===== config.mk =====
export PLATFORM = sky130hd
export DESIGN_NAME = ripple_down_counter
export DESIGN_NICKNAME = d
export VERILOG_FILES = /design/src/rtl/cnt_pkg.sv /design/src/rtl/count_cell.sv /design/src/rtl/ripple_down_counter.sv
export SDC_FILE = /design/constraint.sdc
export NUM_CORES = 1
export LEC_CHECK = 0
export BUFFER_PORTS_ARGS = -buffer_cell sky130_fd_sc_hd__buf_2
export CAP_MARGIN = 40
export CORE_UTILIZATION = 45
export CTS_CLUSTER_DIAMETER = 40
export DETAILED_ROUTE_END_ITERATION = 12
export PLACE_DENSITY = 0.71
export SYNTH_ARGS = -nofsm -noshare
export SYNTH_HDL_FRONTEND = slang
export SYNTH_SLANG_ARGS = --single-unit

===== constraint.sdc =====
create_clock -name i_clk -period 1.71 [get_ports i_clk]
set_clock_uncertainty 0.15 [all_clocks]
set_input_delay 0.0855 -clock i_clk [delete_from_list [all_inputs] [get_ports i_clk]]
set_output_delay 0.0855 -clock i_clk [all_outputs]
set_load 0.01 [all_outputs]

===== src/rtl/cnt_pkg.sv =====
// Shared definitions for the ripple counter family.
//   cnt_state_e   : counter FSM state (IDLE, RUN, DONE)
//   MODE_PERIODIC : auto-reload at zero
//   MODE_ONESHOT  : stop at zero and flag done
package cnt_pkg;

  typedef enum logic [1:0] {
    IDLE = 2'd0,
    RUN  = 2'd1,
    DONE = 2'd2
  } cnt_state_e;

  localparam logic MODE_PERIODIC = 1'b0;
  localparam logic MODE_ONESHOT  = 1'b1;

endpackage


===== src/rtl/count_cell.sv =====
// Single WIDTH-bit count register with load / decrement / hold selection and zero detect.
// Ports:
//   i_clk, i_reset   : clock, asynchronous active-low reset (clears count to 0)
//   i_load           : load i_load_val (highest priority)
//   i_load_val       : value to load, already reduced modulo the counter modulus
//   i_dec            : decrement request (caller qualifies with FSM state)
//   i_wrap           : on a decrement at zero, reload i_wrap_val; otherwise hold at zero
//   i_wrap_val       : wrap target
//   o_count          : registered count
//   o_zero           : count == 0
module count_cell #(
  parameter int unsigned WIDTH = 4
) (
  input  logic             i_clk,
  input  logic             i_reset,
  input  logic             i_load,
  input  logic [WIDTH-1:0] i_load_val,
  input  logic             i_dec,
  input  logic             i_wrap,
  input  logic [WIDTH-1:0] i_wrap_val,
  output logic [WIDTH-1:0] o_count,
  output logic             o_zero
);

  logic [WIDTH-1:0] r_count;
  logic [WIDTH-1:0] w_count_d;
  logic             w_zero;

  assign w_zero = (r_count == '0);

  always_comb begin
    w_count_d = r_count;
    if (i_load) begin
      w_count_d = i_load_val;
    end else if (i_dec) begin
      if (!w_zero) begin
        w_count_d = r_count - WIDTH'(1);
      end else if (i_wrap) begin
        w_count_d = i_wrap_val;
      end
    end
  end

  always_ff @(posedge i_clk or negedge i_reset) begin
    if (!i_reset) begin
      r_count <= '0;
    end else begin
      r_count <= w_count_d;
    end
  end

  assign o_count = r_count;
  assign o_zero  = w_zero;

endmodule


===== src/rtl/ripple_down_counter.sv =====
// Loadable modulo-MODULUS down-counter with borrow chaining; periodic or one-shot mode.
// Ports:
//   i_clk        : rising-edge clock
//   i_reset      : asynchronous active-low reset
//   i_en         : global count enable
//   i_borrow_in  : decrement request from the lower stage (tie high on the LS stage)
//   i_load       : synchronous load strobe, wins over a same-cycle decrement
//   i_load_val   : load value, must be < 2*MODULUS
//   i_oneshot    : mode captured on load (1 = stop at zero, 0 = auto-reload)
//   o_count      : registered count
//   o_borrow_out : combinational borrow to the next stage
//   o_done       : registered, high in DONE
//   o_running    : registered, high in RUN
module ripple_down_counter
  import cnt_pkg::*;
#(
  parameter int unsigned WIDTH   = 4,
  parameter int unsigned MODULUS = 16
) (
  input  logic             i_clk,
  input  logic             i_reset,
  input  logic             i_en,
  input  logic             i_borrow_in,
  input  logic             i_load,
  input  logic [WIDTH-1:0] i_load_val,
  input  logic             i_oneshot,
  output logic [WIDTH-1:0] o_count,
  output logic             o_borrow_out,
  output logic             o_done,
  output logic             o_running
);

  // One extra bit so MODULUS == 2**WIDTH is representable in the compare.
  localparam logic [WIDTH:0]   ModW      = (WIDTH + 1)'(MODULUS);
  localparam logic [WIDTH-1:0] ReloadRst = WIDTH'(MODULUS - 1);

  cnt_state_e       r_state, w_state_d;
  logic [WIDTH-1:0] r_reload;
  logic             r_mode;
  logic             r_done, r_running;

  logic [WIDTH-1:0] w_load_mod;
  logic             w_zero;
  logic             w_run;
  logic             w_dec;

  // Single conditional subtract: legal loads are below 2*MODULUS.
  assign w_load_mod = ({1'b0, i_load_val} >= ModW) ? (i_load_val - ModW[WIDTH-1:0])
                                                  : i_load_val;

  assign w_run = (r_state == RUN);
  assign w_dec = i_en & i_borrow_in & w_run & ~i_load;

  // Evaluated on the pre-load state, so a colliding load still lets the borrow through.
  assign o_borrow_out = i_en & i_borrow_in & w_zero & w_run;

  count_cell #(
    .WIDTH(WIDTH)
  ) u_cell (
    .i_clk      (i_clk),
    .i_reset    (i_reset),
    .i_load     (i_load),
    .i_load_val (w_load_mod),
    .i_dec      (w_dec),
    .i_wrap     (r_mode == MODE_PERIODIC),
    .i_wrap_val (r_reload),
    .o_count    (o_count),
    .o_zero     (w_zero)
  );

  always_comb begin
    w_state_d = r_state;
    if (i_load) begin
      w_state_d = RUN;
    end else begin
      unique case (r_state)
        RUN: begin
          if (w_dec && w_zero && (r_mode == MODE_ONESHOT)) begin
            w_state_d = DONE;
          end
        end
        IDLE, DONE: w_state_d = r_state;
        default:    w_state_d = IDLE;
      endcase
    end
  end

  always_ff @(posedge i_clk or negedge i_reset) begin
    if (!i_reset) begin
      r_state   <= IDLE;
      r_reload  <= ReloadRst;
      r_mode    <= MODE_PERIODIC;
      r_done    <= 1'b0;
      r_running <= 1'b0;
    end else begin
      r_state   <= w_state_d;
      r_done    <= (w_state_d == DONE);
      r_running <= (w_state_d == RUN);
      if (i_load) begin
        r_reload <= w_load_mod;
        r_mode   <= i_oneshot;
      end
    end
  end

  assign o_done    = r_done;
  assign o_running = r_running;

endmodule


==> results of run 1 <==
==> cell usage in the layout (no fill, tap or decap), types with 2 or more instances in the layout <==
| master | netlist | routed |
|---|---|---|
| o21ai_0 | 6 | 6 |
| nand2_1 | 4 | 4 |
| a31o_1 | 2 | 2 |
| dfstp_2 | 4 | 4 |
| buf_4 | 0 | 5 |
| nand2b_1 | 4 | 4 |
| nor2_1 | 2 | 2 |
| buf_2 | 1 | 16 |
| dfrtp_1 | 9 | 9 |
| o211ai_2 | 2 | 2 |
| dlygate4sd3_1 | 0 | 6 |
| clkbuf_4 | 0 | 3 |
| inv_1 | 6 | 4 |
| nor2b_1 | 3 | 3 |
| inv_2 | 0 | 2 |
| mux2_2 | 3 | 2 |
| a21oi_1 | 3 | 3 |
==> registers in the layout, summed over array words and instances, names as in the netlist <==
name / count
u_cell.o_count: 4
r_reload: 4
o_done: 1
r_state: 2
r_mode: 1
o_running: 1
==> power by group <==
group	leakage [nW]	internal, W	switching [W]	total (W)
sequential	0.148	0.000339	0.0000275	0.000367
clock	0.0150	0.0000902	0.0000938	0.000184
combinational	0.263	0.000118	0.0000983	0.000216
total	0.426	0.000547	0.000220	0.000767
==> cell type report <==
class | instances | area share
clock buffer | 4 | 0.0272
tap | 16 | 0.0207
inverter | 6 | 0.0233
timing repair buffer | 27 | 0.184
sequential | 13 | 0.342
multi-input combinational | 46 | 0.404
==> cell usage after synthesis, drive strengths merged <==
cell    number  area (um^2)
dfrtp        9          225
buf          1         5.00
o31ai        1         7.51
inv          6         22.5
nand2        4         15.0
a31o         2         17.5
nor2         2         7.51
nor2b        3         18.8
a21oi        3         15.0
mux2         4         45.0
nand3        1         5.00
nor3b        1         18.8
or3          1         11.3
or4b         1         10.0
o311ai       1         8.76
a32o         1         10.0
nand2b       4         25.0
mux2i        1         10.0
and4b        1         10.0
dfstp        4          105
ha           2         25.0
nor3         1         5.00
clkbuf       1         3.75
nor4bb       1         10.0
a22oi        1         7.51
o21ai        6         30.0
a21o         1         7.51
nand4b       1         23.8
o211ai       2         25.0
==> metrics by stage <==
stage	area [um^2]	hold WS (ns)	cells	setup slack (ns)
4_1_cts	948	0.00361	112	0.00333
3_3_place_gp	855	-0.167	101	0.0524
3_5_place_dp	855	-0.163	101	0.0138
2_1_floorplan	733	-0.360	67	0.00578
5_1_grt	967	0.0189	112	0.0161
6_report	967	0.0111	112	0.0705
==> repair_timing <==
| action | 4_1_cts | 5_1_grt |
|---|---|---|
| endpoints found under the setup margin | 1 | 4 |
| pin swaps | 0 | 1 |
| resized for setup | 0 | 5 |
| hold endpoints to repair | 22 | 0 |
| buffers inserted | 1 | 0 |
| hold buffers | 6 | 0 |
==> logic make-up after synthesis <==
family	Yosys count	share of synthesized area
AOI/OAI and AO/OA	18	0.176
adders and majority gates	2	0.0342
buffers and inverters	8	0.0428
DFF	13	0.452
muxes	5	0.0753
and+or+nand+nor	21	0.219
==> path summary, 6_finish.rpt <==
kind	to	slack (ns)	depth (start not counted)
worst max-delay path	u_cell.o_count[1]$_DFFE_PN0P_	0.07	5
worst min-delay path	u_cell.o_count[3]$_DFFE_PN0P_	0.01	3
worst max register to register	u_cell.o_count[1]$_DFFE_PN0P_	0.07	5
worst min register to register	r_reload[0]$_DFFE_PN1P_	0.35	2
max in group asynchronous	r_reload[0]$_DFFE_PN1P_	1.05	2
min in group asynchronous	r_state[1]$_DFF_PN0_	0.08	2
==> routing by layer <==
layer / track usage / vias to the layer above
met3: 0.0431 / 0
met4: 0.0563 / 0
met5: 0 / -
li1: - / 298
met2: 0.308 / 12
met1: 0.244 / 292
==> worst max-delay path: stages, from the launching register on <==
cell and delay (ns):
dfrtp_1 0.39, inv_2 0.08, ha_4 0.15, nor3b_4 0.30
mux2_4 0.34, o211ai_2 0.15
==> run metrics, run 1 <==
total clock sinks=13; Reg clk slew, reported paths=0.08 ns; crit path time final=1.64 ns; Fmax=610 MHz; worst r2r src=u_cell.o_count[1]$_DFFE_PN0P_; mapped cell area=731 um^2; layout cell share with drive strength beyond 1=0.417; top layer reached by signal wires=met3; Tot Pwr=0.000767 W; # DRC=0; Crit Path Class=flip-flop to flip-flop; Cell Pwr Density=793 nW/um^2; initial antenna violation count=0; antenna viol nets, final=0; synthesis-stage register bit count=13; Syn-to-layout area delta=32.4%; routed len/inst=12.8 um; RSZ-0062 raised after global routing=no; Antenna Cells=0; CP arrival=1.68 ns; Total GRT Usage=0.187; FF/Latch Area=330 um^2; Syn Nets=79; vias in the first global route=636; first-pass GRT wire length=2590 um; Post-Syn Instances=67; Starting Density=0.485; IO Pins=17; die height=42.3 um; Final Setup Violations=0; Critical Path Start=u_cell.o_count[1]$_DFFE_PN0P_; Root Driver=clkbuf_4; post-DP HPWL=1020 um; Max Cap Viol=0; CP max FO=5; outcome=finished, final reports clean; Worst VDD drop=0.000455 V; largest net degree at the start of global routing=21; Clock Path Buffers=2; Core Footprint=1510 um^2; post-synth cell types=30; number of H-tree levels=1; GRT overflow=0; die area=1790 um^2; FP Rows=14; synthesized area per cell=10.9 um^2; Num CTS Buffers=3; Die Wd=42.3 um; gp weighted congestion=0.765; Detail Route met3 WL=49 um; WL final=1440 um; worst skew pair latency=0.27 ns; min-delay src=i_borrow_in; CP startpoint kind=flip-flop; Finished Core Util=0.642; fin crit share=0.959; Slew Limit Fails=0; Worst Max-Slew Pin Slew=0.347 ns; starting DRC count in detailed routing=2; met2 WL=695 um; setup tns final=0 ns; Fill cells=133; DRT met1 WL=690 um; post-DR vias/cell=5.38; crit path capture type=flip-flop; HP Class=input pin to flip-flop; First-pass DRT Iterations=4; CTS tree=done; via count=602; Hold Violations, Final=0; P_leak=0.426 nW; multi-input logic area=390 um^2; buffers added on ports=16; critical path required time=1.75 ns; Seq/Total Area, Yosys=0.452; yosys warns=0; Slew headroom=0.769; nets@finish=109
(Power assumes the default switching activity.)
==> run 2, diff against run 1 <==
--- a/config.mk
+++ b/config.mk
@@ -10,6 +10,7 @@
 export CORE_UTILIZATION = 45
 export CTS_CLUSTER_DIAMETER = 40
 export DETAILED_ROUTE_END_ITERATION = 12
+export HOLD_SLACK_MARGIN = 0.08
 export PLACE_DENSITY = 0.71
 export SYNTH_ARGS = -nofsm -noshare
 export SYNTH_HDL_FRONTEND = slang
==> run metrics, run 2 (synthesis results as in run 1) <==
HP Class=input pin to async pin; most common cell after layout, fill and taps aside=buf_2; Layout Cell Area excl Fill=1020 um^2 (+5.2%); placed cell areas=855 um^2 (unchanged); FP Rows=14 (unchanged); layout cell share with drive strength beyond 1=0.396 (-0.0206); Place WS=0.0138 ns (unchanged); CP peak stage delay=0.39 ns (about the same); fin crit share=0.970 (+0.0110); setup ws final=0.0518 ns (-0.0188 ns); vias in the first global route=657 (+3.3%); Max Cap Viol=0 (unchanged); WL final=1570 um (+9.3%); initial antenna violation count=0 (unchanged); Reg clk slew, reported paths=0.08 ns (about the same); Root Driver=clkbuf_4; CTS tree=done; die height=42.3 um (unchanged); nets@finish=114 (+4.6%); post-DR vias/cell=5.49 (+2.1%); GRT overflow=0 (unchanged); # DRC=0 (unchanged); Num CTS Buffers=3 (unchanged); Syn-to-layout area delta=39.2%; Fmax=603 MHz (-1.1%); Clock Path Buffers=2 (unchanged); post-DP HPWL=1020 um (unchanged); routed len/inst=13.4 um (+4.6%); worst skew pair latency=0.27 ns (about the same); Finished Core Util=0.675 (+0.0332); antenna viol nets, final=0 (unchanged); FF/Latch Area=330 um^2 (unchanged); Fill cells=129 (-3.0%); CP arrival=1.70 ns (+0.02 ns); CP startpoint kind=flip-flop; Detail Route met3 WL=58 um (+18%); crit path capture type=flip-flop; Worst VDD drop=0.000451 V (-0.86%); commonest cells after routing, fill and taps aside=buf_2, dlygate4sd3_1, dfrtp_1; Die Wd=42.3 um (unchanged); critical path buffer and inverter count=1 (unchanged); First-pass DRT Iterations=4 (unchanged); Total GRT Usage=0.196 (+0.00907); RSZ-0062 raised after global routing=no; Slew Limit Fails=0 (unchanged); Starting Density=0.485 (unchanged); Hold Slack=0.190 ns (+0.179 ns); Hold Violations, Final=0 (unchanged); CP cell instances=inv_2, ha_4, nor3b_4, mux2_4, o211ai_2; P_leak=0.446 nW (+4.6%); setup tns final=0 ns (unchanged); Antenna Cells=0 (unchanged); cell family contributing the most delay on the critical path=flip-flops; Cell Pwr Density=767 nW/um^2 (-3.3%); Worst Max-Slew Pin Slew=0.434 ns (+0.0868 ns); gp weighted congestion=0.765 (unchanged); Slew headroom=0.710 (-0.0588); critical path required time=1.76 ns (about the same); crit path time final=1.66 ns (+0.0188 ns); DRT met1 WL=713 um (+3.3%); Worst path slowest cell=dfrtp_1; Core Footprint=1510 um^2 (unchanged); CP max FO=5 (unchanged); multi-input logic area=390 um^2 (unchanged); via count=642 (+6.6%); total clock sinks=13 (unchanged); starting DRC count in detailed routing=6 (+4); r2r setup slk=0.05 ns (-0.02 ns); Crit Path Class=flip-flop to flip-flop; die area=1790 um^2 (unchanged); top layer reached by signal wires=met3; largest net degree at the start of global routing=21 (unchanged); first-pass GRT wire length=2740 um (+5.9%); outcome=finished, final reports clean; IO Pins=17 (unchanged); number of H-tree levels=1 (unchanged); buffers added on ports=16 (unchanged); met2 WL=796 um (+15%); Final Setup Violations=0 (unchanged)
-- run 2: final timing paths --
kind | from | to | cells past startpoint
worst max-delay path | u_cell.o_count[1]$_DFFE_PN0P_ | u_cell.o_count[1]$_DFFE_PN0P_ | 5
worst min-delay path | i_reset | r_reload[1]$_DFFE_PN1P_ | 2
worst max register to register | u_cell.o_count[1]$_DFFE_PN0P_ | u_cell.o_count[1]$_DFFE_PN0P_ | 5
worst min register to register | r_reload[0]$_DFFE_PN1P_ | r_reload[0]$_DFFE_PN1P_ | 2
max in group asynchronous | i_reset | r_mode$_DFFE_PN0P_ | 3
min in group i_clk | r_reload[0]$_DFFE_PN1P_ | r_reload[0]$_DFFE_PN1P_ | 2
-- run 2: layout make-up --
cell class,count,area share
flip-flops and latches,13,0.325
multi-input cells,46,0.384
clock buffers,4,0.0258
well taps,16,0.0197
repair buffers,32,0.224
inverters,6,0.0221
-- run 2: through the flow --
step	cells	power, W
after floorplan	67	0.000487
after global placement	101	0.000554
after detailed placement	101	0.000558
after CTS	117	0.000767
after global routing	117	0.000824
final	117	0.000780
-- run 2: repair_timing --
item,4_1_cts,5_1_grt
resized for setup,0,5
pin swaps,0,1
hold endpoints to repair,24,0
hold buffers,11,0
endpoints found under the setup margin,1,5
buffers inserted,1,0
-- run 2: worst reg2reg max path, delay by kind of cell (launching register included) --
kind                       cells  cell delay, ns
buffers and inverters          1            0.08
AOI/OAI and AO/OA              1            0.15
and+or+nand+nor                1            0.32
DFF                            1            0.39
muxes                          1            0.34
adders and majority gates      1            0.15
-- run 2: where the power goes --
group | switching, W | internal, W
registers | 0.0000276 | 0.000339
clock network | 0.0000968 | 0.0000902
logic | 0.000101 | 0.000125
total | 0.000225 | 0.000554
-- run 2: metal layers --
layer / vias up / track usage
li1: 312 / -
met2: 17 / 0.348
met5: - / 0
met3: 0 / 0.0431
met4: 0 / 0.0188
met1: 313 / 0.253
==> run 3, diff against run 2 <==
--- a/config.mk
+++ b/config.mk
@@ -11,7 +11,7 @@
 export CTS_CLUSTER_DIAMETER = 40
 export DETAILED_ROUTE_END_ITERATION = 12
 export HOLD_SLACK_MARGIN = 0.08
-export PLACE_DENSITY = 0.71
+export PLACE_DENSITY_LB_ADDON = 0.3
 export SYNTH_ARGS = -nofsm -noshare
 export SYNTH_HDL_FRONTEND = slang
 export SYNTH_SLANG_ARGS = --single-unit
==> run metrics, run 3 (synthesis results as in run 1) <==
outcome=finished, final reports clean; CTS tree=done; Fmax=600 MHz (-0.53%); HP Class=input pin to async pin; Antenna Cells=0 (unchanged); GRT overflow=0 (unchanged); layout cell share with drive strength beyond 1=0.412 (+0.0157); Tot Pwr=0.000802 W (+2.8%); worst skew pair latency=0.28 ns (about the same); number of H-tree levels=1 (unchanged); Worst VDD drop=0.000577 V (+28%); crit path time final=1.67 ns (+0.00890 ns); Num CTS Buffers=3 (unchanged); Cell Pwr Density=778 nW/um^2 (+1.4%); Worst path slowest cell=dfrtp_1; CP cell instances=inv_2, ha_4, nor3b_4, mux2_4, o211ai_2; Fill cells=124 (-3.9%); Reg clk slew, reported paths=0.08 ns (about the same); cell family contributing the most delay on the critical path=flip-flops; Hold Violations, Final=0 (unchanged); die area=1790 um^2 (unchanged); Syn-to-layout area delta=41.1%; Max Cap Viol=0 (unchanged); Starting Density=0.485 (unchanged); Die Wd=42.3 um (unchanged); antenna viol nets, final=0 (unchanged); FP Rows=14 (unchanged); Clock Path Buffers=2 (unchanged); P_leak=0.451 nW (+1.2%); Place WS=0.0208 ns (+0.00697 ns); first-pass GRT wire length=2680 um (-2.3%); met1 Use GR=0.243 (-0.00979); vias in the first global route=635 (-3.3%); nets@finish=115 (+0.88%); Layout Cells excl Fill=118 (+0.85%); # DRC=0 (unchanged); critical path buffer and inverter count=1 (unchanged); setup ws final=0.0429 ns (-0.00890 ns); buffers added on ports=16 (unchanged); post-DR vias/cell=5.42 (-1.2%); CP startpoint kind=flip-flop; met3 usage=0.0819 (+0.0388); IO Pins=17 (unchanged); Top Usage Layer GRT=met2; Total GRT Usage=0.202 (+0.00598); CP arrival=1.73 ns (+0.03 ns); placed cell count=101 (unchanged); Slew headroom=0.714 (+0.00467); WL final=1760 um (+12%); CP max FO=5 (unchanged); gp weighted congestion=0.770 (+0.64%); Final Setup Violations=0 (unchanged); Slew Limit Fails=0 (unchanged); via count=640 (-0.31%); Core Footprint=1510 um^2 (unchanged); First-pass DRT Iterations=4 (unchanged); critical path required time=1.77 ns (about the same); initial antenna violation count=0 (unchanged); die height=42.3 um (unchanged); routed len/inst=14.9 um (+11%); most common cell after layout, fill and taps aside=buf_2; total clock sinks=13 (unchanged); CP peak stage delay=0.40 ns (about the same); fin crit share=0.975 (+0.00520); Crit Path Class=flip-flop to flip-flop; Root Driver=clkbuf_4; crit path capture type=flip-flop; starting DRC count in detailed routing=4 (-2); Worst Max-Slew Pin Slew=0.427 ns (-0.00699 ns); post-DP HPWL=1070 um (+5.1%); commonest cells after routing, fill and taps aside=buf_2, dlygate4sd3_1, dfrtp_1; largest net degree at the start of global routing=21 (unchanged); met2 Use GR=0.348 (unchanged)
[run 3: final cells by class]
cell class                      instances  area (um^2)  area share
Clock buffer                            4         26.3      0.0255
Inverter                                6         22.5      0.0218
Multi-Input combinational cell         46          397       0.385
Sequential cell                        13          330       0.320
Tap cell                               16         20.0      0.0194
Timing Repair Buffer                   33          235       0.228
[run 3: what timing repair did]
| item | 4_1_cts | 5_1_grt |
|---|---|---|
| endpoints found under the setup margin | 1 | 6 |
| buffers inserted | 0 | 2 |
| hold buffers | 11 | 0 |
| gates resized for setup | 1 | 5 |
| cloned | 0 | 0 |
| hold endpoints to repair | 24 | 0 |
| pin swaps | 0 | 0 |
[run 3: power breakdown]
group	switching (W)	internal, W	leakage, nW
registers	0.0000322	0.000339	0.148
logic	0.000105	0.000132	0.288
clock network	0.000103	0.0000907	0.0150
total	0.000240	0.000562	0.451
[run 3: path summary, 6_finish.rpt]
kind / from / endpoint / slack (ns) / cells past startpoint
setup / recovery: u_cell.o_count[0]$_DFFE_PN0P_ / u_cell.o_count[1]$_DFFE_PN0P_ / 0.04 / 5
hold / removal: i_reset / r_reload[0]$_DFFE_PN1P_ / 0.19 / 2
setup reg to reg: u_cell.o_count[0]$_DFFE_PN0P_ / u_cell.o_count[1]$_DFFE_PN0P_ / 0.04 / 5
hold reg to reg: r_reload[0]$_DFFE_PN1P_ / r_reload[0]$_DFFE_PN1P_ / 0.33 / 2
max in group asynchronous: i_reset / r_state[1]$_DFF_PN0_ / 0.36 / 3
min in group i_clk: r_reload[0]$_DFFE_PN1P_ / r_reload[0]$_DFFE_PN1P_ / 0.33 / 2
[run 3: metal layers]
layer / wire length, um / vias to the layer above
met2: 874 / 16
met3: 76 / 9
met1: 759 / 303
li1: - / 312
met5: 0 / -
met4: 51 / 0
[run 3: stage by stage]
stage / hold slack (ns) / area [um^2] / setup TNS, ns / utilization
after floorplan: -0.360 / 733 / 0 / -
after global placement: -0.162 / 855 / 0 / 0.567
after detailed placement: -0.160 / 855 / 0 / 0.567
after CTS: 0.192 / 995 / 0 / 0.660
after global routing: 0.205 / 1030 / -0.0996 / 0.684
final: 0.193 / 1030 / 0 / 0.684
